[config.mk]
export PLATFORM = sky130hd
export DESIGN_NAME = seg_scan_ctrl
export DESIGN_NICKNAME = d
export VERILOG_FILES = /design/src/rtl/seg_scan_ctrl.sv
export SDC_FILE = /design/constraint.sdc
export NUM_CORES = 1
export LEC_CHECK = 0
export BUFFER_PORTS_ARGS = -buffer_cell sky130_fd_sc_hd__buf_2
export CAP_MARGIN = 20
export CELL_PAD_IN_SITES_DETAIL_PLACEMENT = 1
export CELL_PAD_IN_SITES_GLOBAL_PLACEMENT = 2
export CORE_ASPECT_RATIO = 0.6
export CORE_MARGIN = 5
export CORE_UTILIZATION = 40
export DETAILED_ROUTE_END_ITERATION = 8
export PLACE_DENSITY_LB_ADDON = 0.05
export SKIP_LAST_GASP = 1
export SLEW_MARGIN = 20
export SYNTH_ARGS = -nofsm -noshare
export SYNTH_HDL_FRONTEND = slang
export SYNTH_SLANG_ARGS = --single-unit
[constraint.sdc]
create_clock -name clk -period 4.5 [get_ports clk]
set_input_delay 0.45 -clock clk [delete_from_list [all_inputs] [get_ports clk]]
set_output_delay 0.45 -clock clk [all_outputs]
set_load 0.005 [all_outputs]
[src/rtl/seg_scan_ctrl.sv]
// Multiplexed seven-segment scan controller with per-slot blanking and frame-aligned shadow commit.
// Define SEG_LZ_BLANK_EN to suppress leading zero digits (digit 0 is always shown).
module seg_scan_ctrl #(
   parameter int DIGITS = 4,
   parameter int DIV    = 50000,
   parameter int BLANK  = 500
) (
   input  logic                  clk,
   input  logic                  rst_n,
   input  logic                  wr_en,
   input  logic [4*DIGITS-1:0]   wr_data,
   input  logic [DIGITS-1:0]     wr_dp,
   output logic                  wr_ready,
   output logic                  frame_start,
   output logic [7:0]            seg,
   output logic [DIGITS-1:0]     an
);

   localparam int CW = (DIV > 1) ? $clog2(DIV) : 1;
   localparam int IW = $clog2(DIGITS);

   logic [CW-1:0]         cnt;
   logic [IW-1:0]         idx;
   logic [4*DIGITS-1:0]   act_data;
   logic [4*DIGITS-1:0]   shd_data;
   logic [DIGITS-1:0]     act_dp;
   logic [DIGITS-1:0]     shd_dp;
   logic                  pending;
   logic                  fs_q;
   logic                  boot;
   logic                  slot_end;
   logic                  frame_end;
   logic                  accept;
   logic                  show;
   logic [3:0]            nib;
   logic [DIGITS-1:0]     supp;

   function automatic logic [6:0] hex_seg(input logic [3:0] n);
      case (n)
         4'h0:    return 7'h40;
         4'h1:    return 7'h79;
         4'h2:    return 7'h24;
         4'h3:    return 7'h30;
         4'h4:    return 7'h19;
         4'h5:    return 7'h12;
         4'h6:    return 7'h02;
         4'h7:    return 7'h78;
         4'h8:    return 7'h00;
         4'h9:    return 7'h10;
         4'hA:    return 7'h08;
         4'hB:    return 7'h03;
         4'hC:    return 7'h46;
         4'hD:    return 7'h21;
         4'hE:    return 7'h06;
         default: return 7'h0E;
      endcase
   endfunction

`ifdef SEG_LZ_BLANK_EN
   logic lead;

   // A digit is suppressed only while every higher digit is also a blank zero.
   always_comb begin
      supp = '0;
      lead = 1'b1;
      for (int unsigned i = DIGITS - 1; i > 0; i--) begin
         lead    = lead & (act_data[4*i +: 4] == 4'h0) & ~act_dp[i];
         supp[i] = lead;
      end
   end
`else
   assign supp = '0;
`endif

   assign slot_end  = (cnt == CW'(DIV - 1));
   assign frame_end = slot_end && (idx == IW'(DIGITS - 1));
   assign accept    = wr_en & wr_ready;
   assign nib       = act_data[4*idx +: 4];
   assign show      = (cnt >= CW'(BLANK)) && !supp[idx];

   // The first frame after reset has no preceding wrap edge to register its pulse,
   // so boot covers the cnt=0/idx=0 cycle between reset release and the first edge.
   assign frame_start = fs_q | (boot & rst_n);

   always_ff @(posedge clk or negedge rst_n) begin
      if (!rst_n) begin
         cnt      <= '0;
         idx      <= '0;
         act_data <= '0;
         act_dp   <= '0;
         shd_data <= '0;
         shd_dp   <= '0;
         pending  <= 1'b0;
         wr_ready <= 1'b1;
         fs_q     <= 1'b0;
         boot     <= 1'b1;
         an       <= '1;
         seg      <= '1;
      end else begin
         boot <= 1'b0;
         fs_q <= frame_end;

         if (slot_end) begin
            cnt <= '0;
            idx <= (idx == IW'(DIGITS - 1)) ? '0 : idx + 1'b1;
         end else begin
            cnt <= cnt + 1'b1;
         end

         if (frame_end && pending) begin
            act_data <= shd_data;
            act_dp   <= shd_dp;
         end

         // A write on the wrap edge is only possible with nothing pending, so it
         // simply arms the next commit.
         if (accept) begin
            shd_data <= wr_data;
            shd_dp   <= wr_dp;
            pending  <= 1'b1;
            wr_ready <= 1'b0;
         end else if (frame_end) begin
            pending  <= 1'b0;
            wr_ready <= 1'b1;
         end

         if (show) begin
            an  <= ~(DIGITS'(1) << idx);
            seg <= {~act_dp[idx], hex_seg(nib)};
         end else begin
            an  <= '1;
            seg <= '1;
         end
      end
   end

endmodule
==> results.md, run 1 <==
- Final period util: 62.8%
- Crit path cell chain: ha_1, nand3_1, nor4_4, and3_4, mux2_4
- GRT overflow: 0
- Worst Tran Pin Value: 876 ps
- Final Net Count: 322
- Clk pwr share: 52.4%
- Critical path startpoint category: register
- Part of the power in combinational logic: 3.0%
- Net Sw Frac: 18.9%
- First-pass GRT wire length: 11.3 mm
- # DRC: 0
- Post-synthesis cell count: 246
- Hold_buf cts: 0
- Via Count: 2036
- Maximum VDD drop: 0.200 mV
- Antenna violations before repair: 0
- Distinct cell type count after synthesis: 43
- Synth Cell Area: 3380 um2
- PD cells: 391 nW/um2
- Routed wire length: 6.82 mm
- Max-slew violations: 0
- Top cells by count, synth: dfrtp_1, mux2_2, mux2_4, dfstp_2, nand2_1
- Mux contribution to synthesized area: 20.1%
- Worst-path fanout max: 20
- Setup slack after layout: 1670 ps
- Top post-synthesis cells by area: dfrtp_1, dfstp_2, mux2_4, mux2_2, ha_1
- Skew final: 8.39 ps
- Largest net degree at the start of global routing: 76
- Placement Rows: 26
- Net Sw Power: 297 uW
- Avg WL per Cell: 16.9 um
- Post-Synth XOR/XNOR Area: 3.11%
- IO Port Bufs: 36
- Clk sinks: 74
- Peak Freq: 354 MHz
- Post-CTS repair timing setup buffer count: 0
- Worst slack, placed: 1650 ps
- First drt pass iteration count: 4
- Vias per cell: 5.04
- Ant. Diodes: 0
- Largest family of logic cells by synthesized area: multiplexers
- Sequential power share: 44.7%
- Post-synth EDFFs: 0
- Max Buffers Root-to-Sink: 2
- Largest stage delay on the critical path: 810 ps
- Status: completed
- DP Wirelength: 4.68 mm
- Initial Util: 40.4%
- Worst EP required: 4710 ps
- Compound-Gate Fraction of Synth Area: 4.15%
- Share of post-route cells with drive strength above 1: 39.4%
- Synth Flop Type: dfrtp_1
- CTS root buf: clkbuf_16
- Syn Area/Cell: 13.7 um2
- TritonCTS clock tree: built
- Final setup vio count: 0
- Drt initial violations: 126
- Setup repair after global routing missed its margin: no
- Final Hold Vio Count: 0
- Gates resized, CTS repair: 0
- CTS Buf Count: 9
- Cell Count, Final, Fillers Out: 404
- GRT Resource Usage Total: 14.1%
- Final setup TNS: 0 ps
- Leakage power: 1.79 nW
- Crit path time final: 2830 ps
- Slowest stage cell on the critical path: nor4_4
- Core area: 8360 um2
- Max Cap Viol: 0
- CP arrival: 3040 ps
- HP Class: primary input to asynchronous set/reset pin
- Synth Warn #: 0
- ANT nets after route: 0
- #FFs+latches synth: 74
- Filler cell count: 876
- Cell taking the most area after synthesis: dfrtp_1
- Cell Int Power: 1.27 mW
- Number of I/O pins: 37
- Die Footprint: 10400 um2
- Register area share after synthesis: 55.3%
- Worst skew pair latency: 330 ps
- Clk slew on worst S/H paths: 60 ps
- Post-synth top area share: 44.4%
- Setup CP Type: register to register
- Post-Synth Simple-Gate Area: 9.66%
- Post-Place Cells: 387
- Die Y: 81.2 um
- Core Util, Final: 48.1%
- Most common cell in the synthesized netlist: dfrtp_1
- Number of global-route vias before repair: 2113
- Async S/R FF share, synth: 100%
- Slew HR: 41.4%
- H-tree depth: 3
- Post-Synth Adder-Cell Area: 4.44%
- Die Wd: 129 um
- Crit end category: register
- Worst Hold Margin: 25.1 ps
- Net Count, Synth: 281
- Gpl congestion: 0.726
- P&R area growth vs syn: 18.9%
[layer usage]
layer	track usage (%)	share of wire (%)	vias to the layer above
li1	-	-	954
met1	21.1	53	1045
met2	19.3	42	31
met3	4.34	3.7	6
met4	4.09	0.72	0
met5	0	0	-
[critical path, delay by kind of cell, from the launching register on]
family	cells	cell delay (ps)
AND/OR/NAND/NOR	3	1720
flip-flops	1	410
multiplexers	1	340
adder cells (fa/ha/maj)	1	220
[flip-flops by register name (all words and copies together) (netlist names), 2 cells and up]
register,flops
an,4
seg,8
cnt,16
act_dp,4
shd_data,16
act_data,16
idx,2
shd_dp,4
[cells in the final DEF (no fill, tap or decap), types with 5 or more instances in the layout]
cell,n
dfstp_2,14
nor2_1,11
xor2_1,5
nand4_1,5
mux2_2,20
buf_2,35
nand2_1,14
clkbuf_16,9
dfrtp_1,60
inv_1,11
mux2_4,20
mux4_2,5
ha_1,12
xnor2_1,7
nand3_1,5
nor3_1,5
a21oi_1,5
[stage by stage]
step	area (um2)	total power [mW]
floorplan	3380	0.727
global placement	3640	0.756
detailed placement	3640	0.758
CTS	3990	1.59
global route	4020	1.64
finish	4020	1.57
[cell families (layout without fill, tap and decap cells)]
kind of cell	count (synthesis)	after routing
AO/OA/AOI/OAI	21	21
flip-flops	74	74
other	1	1
multiplexers	49	49
AND/OR/NAND/NOR	58	58
adder cells (fa/ha/maj)	12	12
XOR/XNOR	12	12
buffers and inverters	19	65
[layout make-up]
cell class	count	area (um2)	share of cell area, %
clock buffers	12	246	6.14
clock inverters	4	98.8	2.46
inverters	11	41.3	1.03
multi-input cells	153	1400	34.9
flip-flops and latches	74	1870	46.5
well taps	112	140	3.49
repair buffers	38	218	5.42
[path summary, 6_finish.rpt]
kind | startpoint | to | slack [ps] | depth (start not counted)
min in group clk | wr_en | wr_ready | 290 | 2
max in group asynchronous | rst_n | seg[2] | 3850 | 2
hold / removal | rst_n | cnt[13] | 30 | 1
hold reg to reg | wr_ready | wr_ready | 500 | 1
setup / recovery | cnt[0] | act_data[4] | 1670 | 5
setup reg to reg | cnt[0] | act_data[4] | 1670 | 5
[power groups by stage]
stage	clock network (mW)	registers [mW]	logic (mW)
detailed placement	0	0.713	0.0453
floorplan	0	0.708	0.0199
finish	0.822	0.701	0.0465
global placement	0	0.712	0.0438
global route	0.879	0.703	0.0534
CTS	0.847	0.702	0.0454
Note: power is estimated with default switching activity, not from simulation.
==> run 2: changes to the inputs <==
Settings changed: ABC_AREA from default to 1, CORE_UTILIZATION 40 to 31.
Clock period 4.5 ns to 2.4 ns, I/O delays scaled along.
==> run 2 against run 1 <==
Sequential cell count stayed put. Clock power grew 48%. Critical path depth is 5 higher.
==> results.md, run 2 <==
- Post-synth EDFFs: 0 (unchanged)
- Syn Area/Cell: 8.11 um2 (was 13.7 um2)
- PD cells: 669 nW/um2 (was 391 nW/um2)
- Clk slew on worst S/H paths: 60 ps (about the same)
- HP Class: primary input to register (was primary input to asynchronous set/reset pin)
- Largest regs: act_data x16, cnt x16, shd_data x16 (unchanged)
- Reg2Reg Depth: 10 (was 5)
- ANT nets after route: 0 (unchanged)
- Final Net Count: 517 (was 322)
- Crit path time final: 1990 ps (was 2830 ps)
- First drt pass iteration count: 4 (unchanged)
- Crit end category: register (unchanged)
- Tot Pwr: 2.82 mW (was 1.57 mW)
- H-tree depth: 3 (unchanged)
- Peak Freq: 503 MHz (was 354 MHz)
- Most frequent cells in the layout: nand2_1, dfrtp_1, nor2_1 (was dfrtp_1, buf_2, mux2_4, mux2_2)
- Distinct cell type count after synthesis: 28 (was 43)
- Net Sw Frac: 24.5% (was 18.9%)
- Initial Util: 31.8% (was 40.4%)
- Worst-path fanout max: 14 (was 20)
- Gates resized, CTS repair: 0 (unchanged)
- IO Port Bufs: 36 (unchanged)
- Status: completed (unchanged)
- Cell Count, Final, Fillers Out: 647 (was 404)
- Async S/R FF share, synth: 100% (unchanged)
- Hold Crit Depth: 3
- Net Sw Power: 691 uW (was 297 uW)
- Routing usage on met1: 24.4% (was 21.1%)
- Max Cap Viol: 0 (unchanged)
- Drt initial violations: 138 (was 126)
- Final setup TNS: 0 ps (unchanged)
- Clk pwr share: 43.3% (was 52.4%)
- Hold EP: shd_data[5]
- Slew HR: 51.6% (was 41.4%)
- Filler cell count: 1412 (was 876)
- Max-slew violations: 0 (unchanged)
- Met2 usage: 18.1% (was 19.3%)
- Largest net degree at the start of global routing: 40 (was 76)
- Setup repair after global routing missed its margin: no (unchanged)
- RR Startpoint: idx[0] (was cnt[0])
- GRT Resource Usage Total: 15.0% (was 14.1%)
- Post-synthesis cell count: 444 (was 246)
- DP Wirelength: 7.07 mm (was 4.68 mm)
- # DRC: 0 (unchanged)
- Final Hold Vio Count: 0 (unchanged)
- P&R area growth vs syn: 17.1% (was 18.9%)
- Cell taking the most area after synthesis: dfrtp_1 (unchanged)
- Clk sinks: 74 (unchanged)
- CTS root buf: clkbuf_16 (unchanged)
- GR Util met3: 4.31% (was 4.34%)
- Commonest non-fill, non-tap cell in the layout: nand2_1 (was dfrtp_1)
- Top cells by count, synth: nand2_1, dfrtp_1, nor2_1, nand3_1, inv_1 (was dfrtp_1, mux2_2, mux2_4, dfstp_2, nand2_1)
- Core area: 11300 um2 (was 8360 um2)
- Cell Int Power: 2.13 mW (was 1.27 mW)
- Vias per cell: 4.51 (was 5.04)
- Number of I/O pins: 37 (unchanged)
- Synth Cell Area: 3600 um2 (was 3380 um2)
- Placement Rows: 30 (was 26)
- Ant. Diodes: 0 (unchanged)
- Post-synth top area share: 41.7% (was 44.4%)
- Number of global-route vias before repair: 2971 (was 2113)
- Die Footprint: 13900 um2 (was 10400 um2)
- Worst Tran Pin Value: 726 ps (was 876 ps)
- Most common cell in the synthesized netlist: nand2_1 (was dfrtp_1)
- Top post-synthesis cells by area: dfrtp_1, nand2_1, dfstp_2, nand3_1, nand4_1 (was dfrtp_1, dfstp_2, mux2_4, mux2_2, ha_1)
- Synth Flop Type: dfrtp_1 (unchanged)
- #FFs+latches synth: 74 (unchanged)
- CTS Buf Count: 9 (unchanged)
- Part of the power in combinational logic: 5.9% (was 3.0%)
- GRT overflow: 0 (unchanged)
- R2r setup slk: 410 ps (was 1670 ps)
- Maximum VDD drop: 0.305 mV (was 0.200 mV)
- Antenna violations before repair: 0 (unchanged)
- Skew final: 8.27 ps (was 8.39 ps)
- Avg WL per Cell: 14.9 um (was 16.9 um)
- Gpl congestion: 0.784 (was 0.726)
- Worst skew pair latency: 330 ps (about the same)
- Synth Warn #: 0 (unchanged)
- Leakage power: 2.19 nW (was 1.79 nW)
- Setup CP Type: register to register (unchanged)
- Reg2reg end: seg[3] (was act_data[4])
- Final setup vio count: 0 (unchanged)
- Die Wd: 149 um (was 129 um)
- CP arrival: 2220 ps (was 3040 ps)
- TritonCTS clock tree: built (unchanged)
- Max Buffers Root-to-Sink: 2 (unchanged)
- Hold path start: wr_data[5]
- Worst Hold Margin: 101 ps (was 25.1 ps)
- Sequential power share: 50.8% (was 44.7%)
- Critical path startpoint category: register (unchanged)
- Global route hottest layer: met1 (unchanged)
- Final period util: 82.8% (was 62.8%)
- Die Y: 93.5 um (was 81.2 um)
- Register area share after synthesis: 51.9% (was 55.3%)
- Routed wire length: 9.66 mm (was 6.82 mm)
- First-pass GRT wire length: 16.1 mm (was 11.3 mm)
- Via Count: 2915 (was 2036)
- Post-Place Cells: 630 (was 387)
- Share of post-route cells with drive strength above 1: 16.8% (was 39.4%)
- Worst EP required: 2640 ps (was 4710 ps)
- Net Count, Synth: 479 (was 281)
[run 2: worst max-delay path by stage]
stage | slack, ps | cells past startpoint | end | from
after global placement | 550 | 10 | seg[5] | idx[0]
after floorplan | 880 | 10 | seg[1] | idx[0]
after detailed placement | 440 | 10 | seg[3] | idx[0]
after global routing | 180 | 10 | seg[3] | idx[0]
final | 410 | 10 | seg[3] | idx[0]
after CTS | 410 | 10 | seg[3] | idx[0]
[run 2: cells by family after synthesis]
logic type | count (synthesis) | synth area share (%)
and+or+nand+nor | 290 | 34.6
DFF | 74 | 51.9
buffers and inverters | 49 | 5.80
adders and majority gates | 12 | 4.17
AOI/OAI and AO/OA | 11 | 1.70
xor gates and xnor gates | 7 | 1.70
other | 1 | 0.104
[run 2: layout make-up]
type / count / area, um2 / area share [%]
Clock buffer: 11 / 233 / 5.52
Multi-Input combinational cell: 321 / 1520 / 36.1
Tap cell: 160 / 200 / 4.75
Clock inverter: 5 / 32.5 / 0.771
Sequential cell: 74 / 1870 / 44.3
Timing Repair Buffer: 42 / 230 / 5.46
Inverter: 34 / 129 / 3.06
[run 2: repair_timing]
action                    4_1_cts  5_1_grt
hold buffers                    1        0
buffers inserted                0        0
hold endpoints to repair       33        0
[run 2: power by group through the flow]
stage | clock, mW | combinational, mW | sequential, mW
2_1_floorplan | 0 | 0.0998 | 1.43
3_3_place_gp | 0 | 0.164 | 1.45
3_5_place_dp | 0 | 0.170 | 1.45
4_1_cts | 1.26 | 0.173 | 1.43
5_1_grt | 1.32 | 0.200 | 1.44
6_report | 1.22 | 0.166 | 1.43
[run 2: per-layer routing]
metal	up-vias	wire length, um
li1	1479	-
met1	1371	5710
met2	54	3450
met3	11	371
met4	0	133
met5	-	0
[run 2: worst max-delay path: stages (launching register included)]
cell	delay, ps
dfrtp_1	610
inv_2	210
nand2_1	110
nand3_1	90
nand2_1	190
inv_1	120
ha_1	230
nand3_1	130
nand2_1	70
nand2_1	50
nand3_1	70
[run 2: stage by stage]
step	util (%)	area (um2)	setup slack (ps)
2_1_floorplan	-	3600	882
6_report	37.2	4220	413
3_5_place_dp	34.8	3940	438
4_1_cts	37.2	4220	409
3_3_place_gp	34.8	3940	551
5_1_grt	37.2	4220	184
